[config.mk]
export PLATFORM = sky130hd
export DESIGN_NAME = sync_fifo_sf
export DESIGN_NICKNAME = d
export VERILOG_FILES = /design/src/rtl/sync_fifo_pkg.sv /design/src/rtl/sync_fifo_sf_ctl.sv /design/src/rtl/sync_fifo_sf.sv
export SDC_FILE = /design/constraint.sdc
export NUM_CORES = 1
export LEC_CHECK = 0
export BUFFER_PORTS_ARGS = -buffer_cell sky130_fd_sc_hd__buf_4
export CORE_MARGIN = 2
export CORE_UTILIZATION = 45
export DETAILED_ROUTE_END_ITERATION = 10
export HOLD_SLACK_MARGIN = 0.15
export PLACE_DENSITY_LB_ADDON = 0.3
export SYNTH_ARGS = -nofsm -noshare
export SYNTH_HDL_FRONTEND = slang
export SYNTH_HIERARCHICAL = 1
export SYNTH_SLANG_ARGS = --single-unit
[constraint.sdc]
create_clock -name clk -period 4.1 [get_ports clk]
set_input_delay 0.82 -clock clk [delete_from_list [all_inputs] [get_ports clk]]
set_output_delay 0.82 -clock clk [all_outputs]
set_load 0.005 [all_outputs]
[src/rtl/sync_fifo_pkg.sv]
// Shared types and sizing helpers for the sync_fifo_sf credit buffer.
// No logic: compile-time constants and helper functions only.
// No flow control: purely declarative.
package sync_fifo_pkg;

    // Error reporting flavour: sticky until reset, or a one-cycle pulse per fault.
    typedef enum logic {
        ERR_STICKY    = 1'b0,
        ERR_PER_CYCLE = 1'b1
    } err_mode_e;

    // Reset scope: wipe the storage array as well, or only pointers/count/error.
    typedef enum logic {
        RST_CLR_MEM  = 1'b0,
        RST_PTR_ONLY = 1'b1
    } rst_mode_e;

    // Status flags, all derived from the registered occupancy count.
    typedef struct packed {
        logic empty;
        logic almost_empty;
        logic half_full;
        logic almost_full;
        logic full;
    } fifo_flags_t;

    // Pointer width addressing 0..depth-1 (at least one bit).
    function automatic int ptr_width(input int depth);
        return (depth <= 2) ? 1 : $clog2(depth);
    endfunction

    // Count width holding 0..depth inclusive.
    function automatic int cnt_width(input int depth);
        return $clog2(depth + 1);
    endfunction

endpackage

[src/rtl/sync_fifo_sf_ctl.sv]
// Pointer/count/flag/error controller for sync_fifo_sf.
// Latency: flags and error update one clock after the accepting edge.
// Backpressure: push refused while full, pop refused while empty; refusals flag error.
// Optional SYNC_FIFO_DIAG_EN: diag_n low synchronously clears error.
module sync_fifo_sf_ctl
    import sync_fifo_pkg::*;
#(
    parameter int depth    = 5,
    parameter int ae_level = 1,
    parameter int af_level = 1,
    parameter int err_mode = 0,
    parameter int pw       = ptr_width(depth)
) (
    input  logic          clk,
    input  logic          rst,
    input  logic          push_req_n,
    input  logic          pop_req_n,
    input  logic          diag_n,
    output logic          wr_en,
    output logic [pw-1:0] wr_ptr,
    output logic [pw-1:0] rd_ptr,
    output fifo_flags_t   flags,
    output logic          error
);

    localparam int cw = cnt_width(depth);

    localparam logic [pw-1:0] PTR_LAST = pw'(depth - 1);
    localparam logic [cw-1:0] CNT_FULL = cw'(depth);
    localparam logic [cw-1:0] AE_THR   = cw'(ae_level);
    localparam logic [cw-1:0] HF_THR   = cw'((depth + 1) / 2);
    localparam logic [cw-1:0] AF_THR   = cw'(depth - af_level);

    logic [cw-1:0] count;
    logic [cw-1:0] count_nxt;
    logic [pw-1:0] wr_ptr_nxt;
    logic [pw-1:0] rd_ptr_nxt;
    logic          error_nxt;

    logic is_empty;
    logic is_full;
    logic push_ok;
    logic pop_ok;
    logic fault;

    // Depth need not be a power of two, so pointers wrap explicitly.
    function automatic logic [pw-1:0] bump(input logic [pw-1:0] p);
        return (p == PTR_LAST) ? '0 : p + 1'b1;
    endfunction

    assign is_empty = (count == '0);
    assign is_full  = (count == CNT_FULL);

    // Acceptance uses the registered state, so a pop while full still frees
    // a slot only on the following cycle; likewise push while empty.
    assign push_ok = !push_req_n && !is_full;
    assign pop_ok  = !pop_req_n && !is_empty;
    assign fault   = (!push_req_n && is_full) || (!pop_req_n && is_empty);

    // Reset wins over a same-cycle push, so storage is never written then.
    assign wr_en = push_ok && !rst;

    // Next pointers and count from the accepted operations.
    always_comb begin
        wr_ptr_nxt = wr_ptr;
        rd_ptr_nxt = rd_ptr;
        count_nxt  = count;
        if (push_ok) begin
            wr_ptr_nxt = bump(wr_ptr);
        end
        if (pop_ok) begin
            rd_ptr_nxt = bump(rd_ptr);
        end
        case ({push_ok, pop_ok})
            2'b10:   count_nxt = count + 1'b1;
            2'b01:   count_nxt = count - 1'b1;
            default: count_nxt = count;
        endcase
    end

    // Next error state: sticky accumulate or per-cycle fault, optional clear.
    always_comb begin
        error_nxt = error;
        if (err_mode == int'(ERR_PER_CYCLE)) begin
            error_nxt = fault;
        end else begin
            error_nxt = error | fault;
        end
`ifdef SYNC_FIFO_DIAG_EN
        if (!diag_n) begin
            error_nxt = 1'b0;
        end
`endif
    end

`ifndef SYNC_FIFO_DIAG_EN
    // Port kept for interface compatibility; intentionally ignored here.
    logic unused_diag_n;
    assign unused_diag_n = diag_n;
`endif

    // Register pointers, count and error; synchronous reset dominates.
    always_ff @(posedge clk) begin
        if (rst) begin
            wr_ptr <= '0;
            rd_ptr <= '0;
            count  <= '0;
            error  <= 1'b0;
        end else begin
            wr_ptr <= wr_ptr_nxt;
            rd_ptr <= rd_ptr_nxt;
            count  <= count_nxt;
            error  <= error_nxt;
        end
    end

    // Status flags decoded from the registered count.
    always_comb begin
        flags              = '0;
        flags.empty        = is_empty;
        flags.almost_empty = (count <= AE_THR);
        flags.half_full    = (count >= HF_THR);
        flags.almost_full  = (count >= AF_THR);
        flags.full         = is_full;
    end

endmodule

[src/rtl/sync_fifo_sf.sv]
// Single-clock FIFO with static flags and active-low push/pop (NoC credit buffer).
// Latency: first-word fall-through; a pushed word is visible on data_out the cycle after the edge.
// Backpressure: push ignored when full, pop ignored when empty; either raises error.
// Optional SYNC_FIFO_DIAG_EN: diag_n low synchronously clears error.
module sync_fifo_sf
    import sync_fifo_pkg::*;
#(
    parameter int width    = 16,
    parameter int depth    = 5,
    parameter int ae_level = 1,
    parameter int af_level = 1,
    parameter int err_mode = 0,
    parameter int rst_mode = 1
) (
    input  logic             clk,
    input  logic             rst,
    input  logic             push_req_n,
    input  logic             pop_req_n,
    input  logic             diag_n,
    input  logic [width-1:0] data_in,
    output logic             empty,
    output logic             almost_empty,
    output logic             half_full,
    output logic             almost_full,
    output logic             full,
    output logic             error,
    output logic [width-1:0] data_out
);

    localparam int pw = ptr_width(depth);

    logic [width-1:0] mem [depth];
    logic             wr_en;
    logic [pw-1:0]    wr_ptr;
    logic [pw-1:0]    rd_ptr;
    fifo_flags_t      flags;

    sync_fifo_sf_ctl #(
        .depth    (depth),
        .ae_level (ae_level),
        .af_level (af_level),
        .err_mode (err_mode),
        .pw       (pw)
    ) u_ctl (
        .clk        (clk),
        .rst        (rst),
        .push_req_n (push_req_n),
        .pop_req_n  (pop_req_n),
        .diag_n     (diag_n),
        .wr_en      (wr_en),
        .wr_ptr     (wr_ptr),
        .rd_ptr     (rd_ptr),
        .flags      (flags),
        .error      (error)
    );

    // Storage write; optionally wiped on reset so data_out reads zero afterwards.
    always_ff @(posedge clk) begin
        if (rst && (rst_mode == int'(RST_CLR_MEM))) begin
            for (int i = 0; i < depth; i++) begin
                mem[i] <= '0;
            end
        end else if (wr_en) begin
            mem[wr_ptr] <= data_in;
        end
    end

    // Head of queue straight from storage; stale content when empty.
    assign data_out = mem[rd_ptr];

    assign empty        = flags.empty;
    assign almost_empty = flags.almost_empty;
    assign half_full    = flags.half_full;
    assign almost_full  = flags.almost_full;
    assign full         = flags.full;

endmodule

==> out/metrics.yaml, run 1 <==
worstSetupEndpointType: "output port"
start_kind: "flip-flop"
diodes: 0
die_x_um: 96.23
num-fill-cells: 687
maxSlewHeadroom: 0.4144
cts_root_buf: "clkbuf_8"
arrival_ns: 2.16
fin_worst_skew_ns: 0.008450
seq_area_um2: 2604
drive_gt1_frac: 0.2736
cts_buffers: 9
grt_pass1_vias: 2034
crit_path_start: "u_ctl/rd_ptr[0]$_SDFFE_PP0P_"
antenna_found_initial: 0
layout_common_cells: "edfxtp_1, buf_4, inv_1"
setup.worst_path.class: "flip-flop to output port"
drt-total-wl_um: 6630
viasPerCell: 5.272
hold_violations: 0
cts_hold_buffers: 0
yosys_warnings: 6
p_leak_nw: 1.565
synth_area_per_cell_um2: 14.89
grt_usage: 0.1514
synth_cell_types: 38
initial_core_util: 0.4658
syn_nets: 288
cts_setup_buffers: 0
routedWlPerCell_um: 16.09
ios: 43
finalNonFillerCells: 412
globalRouteOverflowTotal: 0
die-area_um2: 9259
fmax_ghz: 0.3356
drc: 0
fp.coreArea_um2: 8217
slowest_delay_ns: 0.83
finalMaxSlewViolations: 0
gp_congestion: 0.7068
crit_chain: "buf_4 -> mux2i_1 -> a221oi_1 -> buf_4"
p_int_w: 0.001607
setup-tns-final_ns: 0
clock_path_buffers: 2
crit_top_cell: "buf_4"
final_common_cell: "edfxtp_1"
power.share.sequential: 0.492
ir_drop_mv: 0.2120
worst_pin_slew_ns: 0.8778
r2r-start: "u_ctl/count[1]$_SDFFE_PP0P_"
dieHeight_um: 96.23
p_per_area_nw_per_um2: 508.9
worstHoldPathType: "flip-flop to flip-flop"
dp.cells: 396
first_iter_violations: 92
crit_fanout: 34
cts_sinks: 90
netlist_area_um2: 3827
switching_share: 0.2883
antenna_left: 0
fin_crit_sh: 0.7267
port_buffers: 41
area_delta_synth_final_pct: 15.95
required_ns: 3.28
h-tree-depth: 3
hold_start: "u_ctl/error$_SDFF_PP0_"
status: "finished clean"
combPwrFrac: 0.250
cp_slowest_cell: "dfxtp_2"
layout.nets: 333
cp_top_family: "flip-flops"
final_util: 0.5401
first_pass_iters: 4
clock_latency_ns: 0.35
ys_ff_latch: 90
power.share.clock: 0.258
cts-resized-gates: 0
grt_max_degree: 35
switching_power_w: 0.0006512
crit_buf_inv: 2
rsz0062_at_grt: "false"
hpwl_um: 4065
multi_input_area_um2: 1042
seq_area_frac_synth: 0.6800
grt_pass1_wl_um: 10200
syn_inst: 257
fin_crit_ns: 2.979
cts_tree: "done"
setup_viol: 0
route.vias.total: 2172
rows: 33
clkTransAtPathRegs_ns: 0.08
maxCapViolations: 0
[state kept, by name (all words and copies together), names as in the netlist]
signal / count
mem: 80
u_ctl/count: 3
u_ctl/rd_ptr: 3
u_ctl/wr_ptr: 3
u_ctl/error: 1
[per-layer routing]
metal | part of all wire | wire [um] | global-route usage
met1 | 0.44 | 2888 | 0.1914
met2 | 0.51 | 3358 | 0.2465
met3 | 0.039 | 260 | 0.03367
met4 | 0.018 | 122 | 0.07262
met5 | 0 | 0 | 0
[final cells by class]
class	count	share of cell area
Sequential cell	90	0.5867
Clock inverter	7	0.01551
Clock buffer	9	0.02791
Tap cell	105	0.02960
Inverter	28	0.02425
Timing Repair Buffer	48	0.08120
Multi-Input combinational cell	125	0.2348
[worst paths after layout]
check                           depth (start not counted)  slack [ns]                     end
worst max-delay path                                    4        1.12            data_out[10]
worst min-delay path                                    1        0.49  u_ctl/error$_SDFF_PP0_
worst max register to register                          6        1.71     mem[3][4]$_DFFE_PP_
worst min register to register                          1        0.49  u_ctl/error$_SDFF_PP0_
[power by group through the flow]
stage / clock network, W / logic, W / registers, W
2_1_floorplan: 0 / 0.000416 / 0.00109
3_3_place_gp: 0 / 0.000560 / 0.00113
3_5_place_dp: 0 / 0.000572 / 0.00113
4_1_cts: 0.000598 / 0.000573 / 0.00111
5_1_grt: 0.000626 / 0.000628 / 0.00112
6_report: 0.000583 / 0.000564 / 0.00111
[cell families (layout without fill, tap and decap cells)]
kind of cell	count (synthesis)	count (layout)	share of synthesized area
buffers and inverters	42	92	0.05851
XOR/XNOR	2	2	0.004577
AO/OA/AOI/OAI	53	53	0.1108
multiplexers	16	16	0.04184
AND/OR/NAND/NOR	44	44	0.07159
flip-flops	90	90	0.6800
adder cells (fa/ha/maj)	10	10	0.03269
[metrics by stage]
step	power, W	cell area [um^2]	hold WS, ns	setup WS [ns]
global route	0.002376	4438	0.5072	0.9895
finish	0.002259	4438	0.4888	1.121
CTS	0.002285	4438	0.4927	1.095
floorplan	0.001506	3827	0.4722	0.6681
global placement	0.001692	4245	0.4605	1.382
detailed placement	0.001706	4245	0.4709	1.379
[Yosys cell counts, drive strengths merged]
library cell / instances / area, um^2
a21oi: 10 / 53.80
xor2: 2 / 17.52
buf: 11 / 105.1
o32ai: 1 / 8.760
dfxtp: 10 / 200.2
nor3: 4 / 35.03
nor4b: 1 / 8.760
nor4bb: 2 / 20.02
a221oi: 16 / 165.2
o21ba: 1 / 10.01
clkinv: 1 / 3.750
nand3: 2 / 10.01
o21ai: 5 / 25.02
nor2b: 16 / 100.1
a211oi: 17 / 142.6
clkbuf: 3 / 11.26
a31oi: 2 / 12.51
nand2b: 3 / 33.79
o22ai: 1 / 6.260
nand2: 6 / 22.52
edfxtp: 80 / 2402
mux2i: 16 / 160.2
and4b: 1 / 10.01
inv: 27 / 103.9
nor2: 9 / 33.78
ha: 10 / 125.1
[worst register-to-register path, delay by kind of cell, from the launching register on]
kind	cells	cell delay (ns)
DFF	1	0.35
AOI/OAI and AO/OA	1	0.24
and+or+nand+nor	2	1.05
buffers and inverters	2	0.16
adders and majority gates	1	0.22
(Power assumes the default switching activity.)
==> inputs of run 2 (changes only) <==
- clock period: 4.1 -> 3.05 ns (I/O delays scaled with it)
==> run 2 against run 1 <==
Via count grew 1.4%. Clock power grew 26%. Clock skew shrank 0.0042 ns. Critical path type unchanged. Flip-flop and latch count is the same. Largest cell class unchanged. Wire length grew 2.9%. Highest routed layer unchanged. Global-route usage grew 1.2 points. Count of clock-buffer cells in the layout grew 1. Register-to-register slack lost 0.88 ns. Non-clock buffer count grew 5.
==> out/metrics.yaml, run 2 (synthesis gave the netlist of run 1 again) <==
crit_fanout: 11  # was 34
finalNonFillerCells: 416  # was 412
worstHoldPathType: "primary input to flip-flop"  # was flip-flop to flip-flop
drive_gt1_frac: 0.2765  # was 0.2736
grt_max_degree: 35  # unchanged
cts_sinks: 90  # unchanged
cts_setup_buffers: 0  # unchanged
clkTransAtPathRegs_ns: 0.08  # about the same
p_per_area_nw_per_um2: 670.1  # was 508.9 nW/um^2
cts_root_buf: "clkbuf_8"  # unchanged
antenna_found_initial: 0  # unchanged
first_iter_violations: 114  # was 92
setup-tns-final_ns: 0  # unchanged
fin_crit_sh: 0.8734
cts_hold_buffers: 0  # unchanged
routedWlPerCell_um: 16.40  # was 16.09 um
area_delta_synth_final_pct: 17.00  # was 15.95%
hold-path-cell-count: 1  # unchanged
setup_viol: 0  # unchanged
total_power_w: 0.003001  # was 0.002259 W
combPwrFrac: 0.255  # was 0.250
drt-total-wl_um: 6823  # was 6630 um
dieHeight_um: 96.23  # unchanged
p_leak_nw: 1.600  # was 1.565 nW
grt_pass1_vias: 2222  # was 2034
cts-resized-gates: 0  # unchanged
reg2reg_to: "mem[1][5]$_DFFE_PP_"  # was mem[3][4]$_DFFE_PP_
antenna_left: 0  # unchanged
r2r_slack_ns: 0.83  # was 1.71 ns
switching_power_w: 0.0008368  # was 0.0006512 W
reg2reg_depth: 7  # was 6
layout.nets: 338  # was 333
fmax_ghz: 0.3754
layout_common_cells: "edfxtp_1, buf_4, inv_1"  # unchanged
start_kind: "flip-flop"  # unchanged
required_ns: 2.44  # was 3.28 ns
fin_worst_skew_ns: 0.004235  # was 0.008450 ns
power.share.clock: 0.245  # was 0.258
worstHoldEndpoint: "mem[1][6]$_DFFE_PP_"  # was u_ctl/error$_SDFF_PP0_
clock_path_buffers: 2  # unchanged
drc: 0  # unchanged
grt_pass1_wl_um: 11030  # was 10200 um
worst_pin_slew_ns: 0.9919  # was 0.8778 ns
diodes: 0  # unchanged
power.share.sequential: 0.500  # was 0.492
fin_crit_ns: 2.664
gp_congestion: 0.7113  # was 0.7068
route.vias.total: 2203  # was 2172
rows: 33  # unchanged
viasPerCell: 5.296  # was 5.272
largest_reg_flops: 80  # unchanged
p_int_w: 0.002164  # was 0.001607 W
maxCapViolations: 0  # unchanged
hpwl_um: 4338  # was 4065 um
finalMaxSlewViolations: 0  # unchanged
clock_latency_ns: 0.35  # about the same
die_x_um: 96.23  # unchanged
ios: 43  # unchanged
worstSetupEndpointType: "output port"  # unchanged
globalRouteOverflowTotal: 0  # unchanged
die-area_um2: 9259  # unchanged
cts_buffers: 9  # unchanged
final_common_cell: "edfxtp_1"  # unchanged
h-tree-depth: 3  # unchanged
arrival_ns: 2.05  # was 2.16 ns
switching_share: 0.2789  # was 0.2883
hold_start: "data_in[6]"  # was u_ctl/error$_SDFF_PP0_
first_pass_iters: 6  # was 4
hold_violations: 0  # unchanged
initial_core_util: 0.4658  # unchanged
grt_usage: 0.1635  # was 0.1514
status: "finished clean"  # unchanged
dp.cells: 401  # was 396
rsz0062_at_grt: "false"  # unchanged
r2r-start: "u_ctl/count[1]$_SDFFE_PP0P_"  # unchanged
cts_tree: "done"  # unchanged
port_buffers: 41  # unchanged
setup.worst_path.class: "flip-flop to output port"  # unchanged
ir_drop_mv: 0.3517  # was 0.2120 mV
maxSlewHeadroom: 0.3363  # was 0.4144
fp.coreArea_um2: 8217  # unchanged
regMostFlops: "mem"  # unchanged
[run 2: changes by cell type in the layout (fill, tap and decap cells not counted), sizes merged]
| cell | before | now |
|---|---|---|
| buf | 48 | 53 |
| clkbuf | 9 | 10 |
| clkinv | 3 | 5 |
| clkinvlp | 3 | 0 |
| inv | 28 | 27 |
[run 2: worst max-delay path, cell delays in order, from the launching register on]
cell and delay [ns]:
dfxtp_1 0.37, nor2_1 0.78, buf_4 0.31, a221oi_1 0.10, buf_4 0.15
[run 2: cell type report]
cell class	instances	area (um^2)
Multi-Input combinational cell	125	1051
Inverter	28	107.6
Clock buffer	10	127.6
Fill cell	711	3739
Clock inverter	5	46.29
Timing Repair Buffer	53	410.4
Sequential cell	90	2604
Tap cell	105	131.4
[run 2: per-layer routing]
layer	vias up	global-route usage	part of all wire	wire [um]
li1	1064	-	-	-
met1	1086	0.1993	0.44	2969
met2	43	0.2824	0.51	3513
met3	10	0.04777	0.039	269
met4	0	0.04524	0.010	69
met5	-	0	0	0
[run 2: power groups by stage]
| stage | Clock [W] | Sequential (W) | Combinational (W) |
|---|---|---|---|
| after global placement | 0 | 0.00153 | 0.000769 |
| after floorplan | 0 | 0.00147 | 0.000561 |
| after CTS | 0.000751 | 0.00150 | 0.000783 |
| final | 0.000734 | 0.00150 | 0.000767 |
| after detailed placement | 0 | 0.00153 | 0.000777 |
| after global routing | 0.000801 | 0.00152 | 0.000859 |
[run 2: per-stage QoR]
step                worst slack (ns)  area, um^2  hold WS, ns    util
floorplan                     0.4062        3846       0.4722       -
global placement              0.6417        4304       0.4665  0.5238
detailed placement            0.6974        4304       0.4817  0.5238
CTS                           0.3141        4478       0.4548  0.5450
global route                  0.2125        4478       0.4494  0.5450
finish                        0.3862        4478       0.4655  0.5450
[run 2: how the worst max path moves through the flow]
| stage | endpoint | startpoint | cells past startpoint | slack, ns |
|---|---|---|---|---|
| finish | data_out[0] | u_ctl/rd_ptr[1]$_SDFFE_PP0P_ | 4 | 0.39 |
| global route | data_out[0] | u_ctl/rd_ptr[0]$_SDFFE_PP0P_ | 4 | 0.21 |
| CTS | data_out[0] | u_ctl/rd_ptr[1]$_SDFFE_PP0P_ | 4 | 0.31 |
| detailed placement | data_out[0] | u_ctl/rd_ptr[1]$_SDFFE_PP0P_ | 4 | 0.70 |
| global placement | data_out[0] | u_ctl/rd_ptr[1]$_SDFFE_PP0P_ | 4 | 0.64 |
| floorplan | mem[4][0]$_DFFE_PP_ | u_ctl/count[1]$_SDFFE_PP0P_ | 7 | 0.41 |
